===== src/rtl/uart_tx_arbiter.sv =====
// Round-robin arbiter/sequencer sharing one UART TX core between N_REQ byte producers.
// Optional WAIT_ACT watchdog: define UART_TX_ARB_TIMEOUT_EN to enable err_o and the timeout path.
module uart_tx_arbiter #(
  parameter int N_REQ          = 4,
  parameter int DATA_W         = 8,
  parameter int GAP_CYCLES     = 16,
  parameter int TIMEOUT_CYCLES = 1024
) (
  input  logic                      clk_i,
  input  logic                      rst_n_i,
  input  logic [N_REQ-1:0]          req_i,
  input  logic [N_REQ*DATA_W-1:0]   data_i,
  output logic [N_REQ-1:0]          grant_o,
  output logic                      tx_start_o,
  output logic [DATA_W-1:0]         tx_data_o,
  input  logic                      tx_active_i,
  output logic                      busy_o,
  output logic                      err_o
);

  localparam int PTR_W = (N_REQ > 1) ? $clog2(N_REQ) : 1;
  localparam int GAP_W = (GAP_CYCLES > 1) ? $clog2(GAP_CYCLES) : 1;
  localparam int TO_W  = (TIMEOUT_CYCLES > 1) ? $clog2(TIMEOUT_CYCLES) : 1;
  localparam int CNT_W = (GAP_W > TO_W) ? GAP_W : TO_W;

  localparam logic [CNT_W-1:0] GAP_LAST = CNT_W'(GAP_CYCLES - 1);
`ifdef UART_TX_ARB_TIMEOUT_EN
  localparam logic [CNT_W-1:0] TO_LAST  = CNT_W'(TIMEOUT_CYCLES - 1);
`endif

  typedef enum logic [2:0] {
    S_IDLE,
    S_START,
    S_WAIT_ACT,
    S_WAIT_DONE,
    S_GAP
  } state_t;

  state_t             state, state_d;
  logic [PTR_W-1:0]   ptr;
  logic [CNT_W-1:0]   cnt, cnt_d;
  logic               win_vld;
  logic [PTR_W-1:0]   win_idx;
  logic [DATA_W-1:0]  win_data;
  logic [N_REQ-1:0]   grant_d;
  logic               ld_win;
`ifdef UART_TX_ARB_TIMEOUT_EN
  logic               err_d;
`endif

  // Round-robin search: first requester after ptr, wrapping modulo N_REQ.
  always_comb begin
    logic [PTR_W-1:0] kidx;
    win_vld = 1'b0;
    win_idx = ptr;
    kidx    = '0;
    for (int i = 1; i <= N_REQ; i++) begin
      kidx = PTR_W'((int'(ptr) + i) % N_REQ);
      if (!win_vld && req_i[kidx]) begin
        win_vld = 1'b1;
        win_idx = kidx;
      end
    end
  end

  assign win_data = DATA_W'(data_i >> (int'(win_idx) * DATA_W));
  assign ld_win   = (state == S_IDLE) && win_vld;
  assign grant_d  = (state == S_START) ? (N_REQ'(1) << ptr) : '0;

  always_comb begin
    state_d = state;
    cnt_d   = cnt;
`ifdef UART_TX_ARB_TIMEOUT_EN
    err_d   = 1'b0;
`endif
    case (state)
      S_IDLE: begin
        if (win_vld) state_d = S_START;
      end
      S_START: begin
        state_d = S_WAIT_ACT;
        cnt_d   = '0;
      end
      S_WAIT_ACT: begin
        if (tx_active_i) begin
          state_d = S_WAIT_DONE;
        end
`ifdef UART_TX_ARB_TIMEOUT_EN
        else if (cnt == TO_LAST) begin
          err_d   = 1'b1;
          state_d = (GAP_CYCLES == 0) ? S_IDLE : S_GAP;
          cnt_d   = '0;
        end else begin
          cnt_d = cnt + CNT_W'(1);
        end
`endif
      end
      S_WAIT_DONE: begin
        if (!tx_active_i) begin
          state_d = (GAP_CYCLES == 0) ? S_IDLE : S_GAP;
          cnt_d   = '0;
        end
      end
      S_GAP: begin
        if (cnt == GAP_LAST) state_d = S_IDLE;
        else                 cnt_d   = cnt + CNT_W'(1);
      end
      default: state_d = S_IDLE;
    endcase
  end

  always_ff @(posedge clk_i or negedge rst_n_i) begin
    if (!rst_n_i) state <= S_IDLE;
    else          state <= state_d;
  end

  // Registered outputs: strobe/grant trail the START state by one clock.
  always_ff @(posedge clk_i or negedge rst_n_i) begin
    if (!rst_n_i) begin
      ptr        <= PTR_W'(N_REQ - 1);
      cnt        <= '0;
      grant_o    <= '0;
      tx_start_o <= 1'b0;
      tx_data_o  <= '0;
      busy_o     <= 1'b0;
    end else begin
      cnt        <= cnt_d;
      grant_o    <= grant_d;
      tx_start_o <= (state == S_START);
      busy_o     <= (state_d != S_IDLE);
      if (ld_win) begin
        ptr       <= win_idx;
        tx_data_o <= win_data;
      end
    end
  end

`ifdef UART_TX_ARB_TIMEOUT_EN
  always_ff @(posedge clk_i or negedge rst_n_i) begin
    if (!rst_n_i) err_o <= 1'b0;
    else          err_o <= err_d;
  end
`else
  assign err_o = 1'b0;
`endif

endmodule


===== config.mk =====
export PLATFORM = sky130hd
export DESIGN_NAME = uart_tx_arbiter
export DESIGN_NICKNAME = d
export VERILOG_FILES = /design/src/rtl/uart_tx_arbiter.sv
export SDC_FILE = /design/constraint.sdc
export NUM_CORES = 1
export LEC_CHECK = 0
export CAP_MARGIN = 25
export CORE_ASPECT_RATIO = 0.9
export CORE_MARGIN = 4
export CORE_UTILIZATION = 40
export DETAILED_ROUTE_END_ITERATION = 7
export DONT_BUFFER_PORTS = 1
export SLEW_MARGIN = 40
export SYNTH_ARGS = -nofsm -noshare
export SYNTH_HDL_FRONTEND = slang
export SYNTH_SLANG_ARGS = --single-unit

===== constraint.sdc =====
create_clock -name clk_i -period 6.1 [get_ports clk_i]
set_input_delay 1.22 -clock clk_i [delete_from_list [all_inputs] [get_ports clk_i]]
set_output_delay 1.22 -clock clk_i [all_outputs]
set_load 0.05 [all_outputs]

; Word-level counts from Yosys, hierarchy flattened
; Cells that the tools add are included.
[totals]
ff_bits = 29
inputBits = 39
wordCells = 61
[classes]
addsub = 5
order_cmp = 4
eq_ne = 7
shifts = 2
muxes = 25
n_reduce_logical = 11
[ops]
columns = operator, count
row1 = right shift 32 x 5 -> 8 bit, 1
row2 = one-hot mux 10 bit (3 select lines), 1
row3 = two-way mux 10 bit, 2
row4 = one-hot mux 3 bit (5 select lines), 1
row5 = "less-than comparator 2 x 3 -> 1 bit, second input constant", 4
row6 = two-way mux 3 bit, 4
row7 = "adder 10 x 1 -> 10 bit, second input constant", 1
row8 = "equality test 10 x 4 -> 1 bit, second input constant", 1
row9 = binary-select mux 1 bit (select 2 bit), 4
row10 = two-way mux 1 bit, 8
row11 = two-way mux 2 bit, 4
row12 = "equality test 3 x 2 -> 1 bit, second input constant", 2
row13 = nonzero test 3 bit, 2
row14 = "adder 2 x 1 -> 2 bit, second input constant", 2
row15 = "adder 2 bit, second input constant", 2
row16 = logical AND 1 bit, 4
row17 = two-way mux 4 bit, 1
row18 = "inequality test 2 bit, second input constant", 2
row19 = "left shift 1 x 2 -> 4 bit, first input constant", 1
row20 = "equality test 3 x 1 -> 1 bit, second input constant", 1
row21 = "equality test 3 bit, second input constant", 1
row22 = zero test 1 bit, 3
row23 = zero test 3 bit, 1
row24 = AND reduction 3 bit, 1

; Longest topological paths before layout
[logic_depth]
depth_word = 16
ltp_mapped = 12
depth_no_buf = 8

; Least setup slack after synthesis
; Ideal clock, no wire load.
[synth_path]
path_kind = input port to flip-flop
start = in req_i[1]
end = reg tx_data_o[5]
arrival_ns = 2.688
required_time_ns = 5.958
setup_slack_ns = 3.270
path_stages = 8
cell_sequence = mux4_2 -> nand2b_4 -> and3_4 -> buf_6 -> buf_6 -> o21a_1 -> a211oi_1 -> o31ai_2
[synth_via]
elab_chain_cells = 13
elab_cells_between_ends = 24
[synth_lines]
columns = element, line_no
row1 = from (decl), 11  ; input logic [N_REQ-1:0] req_i,
row2 = binary-select mux 1 bit (select 2 bit), 59  ; if (!win_vld && req_i[kidx]) begin
row3 = two-way mux 1 bit (implied by the code), 59
row4 = two-way mux 1 bit, 59
row5 = zero test 1 bit, 59
row6 = logical AND 1 bit, 59
row7 = two-way mux 1 bit, 59
row8 = zero test 1 bit, 59
row9 = logical AND 1 bit, 59
row10 = two-way mux 1 bit, 59
row11 = zero test 1 bit, 59
row12 = logical AND 1 bit, 59
row13 = two-way mux 2 bit / two-way mux 1 bit (equally long branches), 59
row14 = right shift 32 x 5 -> 8 bit / logical AND 1 bit (equally long branches), "66, 67"
row15 = to (signal assigned), 133  ; tx_data_o <= win_data;
row16 = to (decl), 15  ; output logic [DATA_W-1:0] tx_data_o,
; Several ways; a longest one is shown, not always the timed one. The select of a mux whose other input is x is not followed.
; A chain may end at the register's enable or synchronous reset.

; Worst setup path after layout
[layout_path]
start = reg ptr[0]
end = reg tx_data_o[5]
[layout_via]
elab_chain_cells = 14
elab_cells_between_ends = 28
[layout_lines]
columns = element, line_no
row1 = from (decl), 40  ; logic [PTR_W-1:0] ptr;
row2 = from (signal assigned), 120  ; ptr <= PTR_W'(N_REQ - 1);
row3 = from (signal assigned), 132  ; ptr <= win_idx;
row4 = adder 2 x 1 -> 2 bit, 58  ; kidx = PTR_W'((int'(ptr) + i) % N_REQ);
row5 = binary-select mux 1 bit (select 2 bit), 59
row6 = two-way mux 1 bit (implied by the code), 59
row7 = two-way mux 1 bit, 59
row8 = zero test 1 bit, 59
row9 = logical AND 1 bit, 59
row10 = two-way mux 1 bit, 59
row11 = zero test 1 bit, 59
row12 = logical AND 1 bit, 59
row13 = two-way mux 1 bit, 59
row14 = zero test 1 bit, 59
row15 = logical AND 1 bit, 59
row16 = two-way mux 2 bit / two-way mux 1 bit (equally long branches), 59
row17 = right shift 32 x 5 -> 8 bit / logical AND 1 bit (equally long branches), "66, 67"
; Several ways; a longest one is shown, not always the timed one. The select of a mux whose other input is x is not followed.

==> reports/results.ini <==
[setup_path]
cp-end-kind=register
cp-start-kind=register
path_max_fanout=17
slowest_stage=dfstp_2
crit_family=compound AO/OA/AOI/OAI gates
critical_path_class=reg2reg
path_buf_inv=1
path_cells=inv_1 -> ha_1 -> mux4_2 -> nor4_1 -> nand2_1 -> o31a_1 -> a211oi_1 -> o31ai_2
critical_path_required_ns=6.24
worst_ep_arrival_time_ns=3.19
critPathMaxStageDelay_ns=0.69

[routing]
wire_per_inst_microns=15.8
drc=0
routed_via_density=5.45
final_antenna_net_count=0
dr.first_iter.drc_count=72
route.vias.total=1516
drt_wl_total_microns=4380
first_pass_iters=4

[die]
start_util_pct=42.6
die_area_sq_um=6570
die_h_microns=77.3
core-area_sq_um=5010
io_pins=54
placement_rows=24
fp.dieW_microns=85

[global_route]
grt-ovfl-total=0
antenna_found_initial=0
grt_first_pass_wirelength_microns=7330
grt_max_degree=33
grt_pass1_vias=1454
track_usage_pct=14.2

[synthesis]
synth_seq_cells=29
synth_area_sq_um=2130
yosysWarnings=0
yosys.cell_types.count=46
avgSynthCellArea_sq_um=9.66
synth_top_flop_cell=dfrtp_1
synth.most_common_cell=dfrtp_1
synth_fp_nets=265
synth_top_area_share_pct=31.7
synth_edf_count=0
postSynthCellCount=221
yosysTopAreaCell=dfrtp_1
ys_top_cells_by_area=dfrtp_1 32%, o31ai_2 4.7%, nand2_1 4.6%
async_flop_share_pct=100
netlist_top_cells_count=27 x dfrtp_1, 26 x nand2_1, 13 x o21ai_0
ys_seq_area_share_pct=34.1

[power_and_ir_drop]
clock_power_share_pct=14.5
p_sw_share_pct=50.4
seqPwrFrac_pct=32.0
leakage_nw=0.895
p_int_uw=704
pwr-share-comb_pct=53.6
net-switching-power_uw=716
vdd_drop_max_uv=369
p_per_area_nw_per_um2=638

[finish]
areaGrowthSynthToFinish_pct=4.34
nFillCells=484
nets=256
antenna_cells=0
drive_above_1_share_pct=19.2

[timing]
hold_ws_ns=0.542
finClkSkew_ns=0.00559
final-max-slew-violation-count=0
tns_ns=0
period_minus_slack_ns=3.05
hold_violations=0
finalCritPeriodShare_pct=50.0
setup_viol=0
fmax_mhz=328
slew_headroom_pct=48.4
rsz0062_at_grt=no
tightest_slew_ns=0.774

[cts]
cts.clk_slew.worst_paths_ns=0.06
clock-root-buffer=clkbuf_8
clk_latency_ns=0.28
cts.sinks=29
clk_path_buf_depth=2
cts_buffers=5
postCtsSetupBuffers=0
cts_tree=built
cts_resized=0
postCtsHoldBufs=0
ctsHtreeMaxLevel=2

[min_path]
hold_path_class=reg2reg

[place]
gp_congestion=0.854
hpwl_microns=3240
place.port_buffers=0

[status]
status=finished clean

[job]
maxCapViolCount=0

==> cells in the final DEF (no fill, tap or decap), drive strengths merged, types with 2 or more instances in the layout <==
cell,count
dfrtp,27
nand2,26
dfstp,2
inv,9
and4b,8
nor3b,17
nor2,12
nand3,6
o21a,8
mux2,3
nand2b,2
xnor2,8
and2,6
clkbuf,6
mux2i,4
or3,2
nor4,2
a2111oi,2
a211oi,12
a21oi,3
mux4,2
nor3,2
o31ai,8
o21ai,15
a21o,2
ha,5
==> kinds of logic after synthesis <==
logic type / Yosys count / synth area share (%)
adder cells (fa/ha/maj): 5 / 2.93
other: 1 / 0.176
multiplexers: 9 / 5.57
AO/OA/AOI/OAI: 56 / 21.5
XOR/XNOR: 8 / 3.28
AND/OR/NAND/NOR: 87 / 25.4
buffers and inverters: 26 / 7.03
flip-flops: 29 / 34.1
==> routing by layer <==
metal / wire [microns] / vias to the layer above / track usage, % / share of wire (%)
met1: 2050 / 686 / 18.5 / 47
met2: 1920 / 39 / 19.6 / 44
met5: 0 / - / 0 / 0
met3: 318 / 8 / 6.97 / 7.3
met4: 90 / 0 / 6.17 / 2.1
li1: - / 783 / - / -
==> power groups by stage <==
stage,combinational (mW),sequential [mW],clock [mW]
after global placement,0.759,0.458,0
after detailed placement,0.764,0.460,0
after global routing,0.851,0.466,0.224
after floorplan,0.732,0.423,0
after CTS,0.767,0.457,0.214
final,0.761,0.454,0.206
==> metrics by stage <==
stage / setup slack [ns] / utilization (%) / power [mW] / cells / area (sq um)
2_1_floorplan: 3.27 / - / 1.16 / 221 / 2130
3_3_place_gp: 3.03 / 42.0 / 1.22 / 270 / 2110
3_5_place_dp: 3.05 / 42.0 / 1.22 / 270 / 2110
4_1_cts: 3.04 / 44.4 / 1.44 / 278 / 2230
5_1_grt: 2.88 / 44.4 / 1.54 / 278 / 2230
6_report: 3.05 / 44.4 / 1.42 / 278 / 2230
==> path summary, 6_finish.rpt <==
path                       cells past startpoint           end     start  slack [ns]
min in group asynchronous                      0        cnt[8]   rst_n_i        0.63
max                                            8  tx_data_o[5]    ptr[0]        3.05
max reg2reg                                    8  tx_data_o[5]    ptr[0]        3.05
max in group asynchronous                      0        ptr[0]   rst_n_i        5.30
min                                            1      state[1]  state[2]        0.54
min reg2reg                                    1      state[1]  state[2]        0.54
==> sequential cells by signal, summed over array words and instances, names as in the netlist <==
name / flops
busy_o: 1
cnt: 10
grant_o: 4
ptr: 2
state: 3
tx_data_o: 8
tx_start_o: 1
==> cell type report <==
class	instances	area, sq um	area share, %
well taps	65	81.3	3.65
clock buffers	6	82.6	3.71
repair buffers	1	7.51	0.337
multi-input cells	166	1260	56.4
inverters	9	33.8	1.52
clock inverters	2	37.5	1.69
flip-flops and latches	29	728	32.7
(Power assumes the default switching activity.)
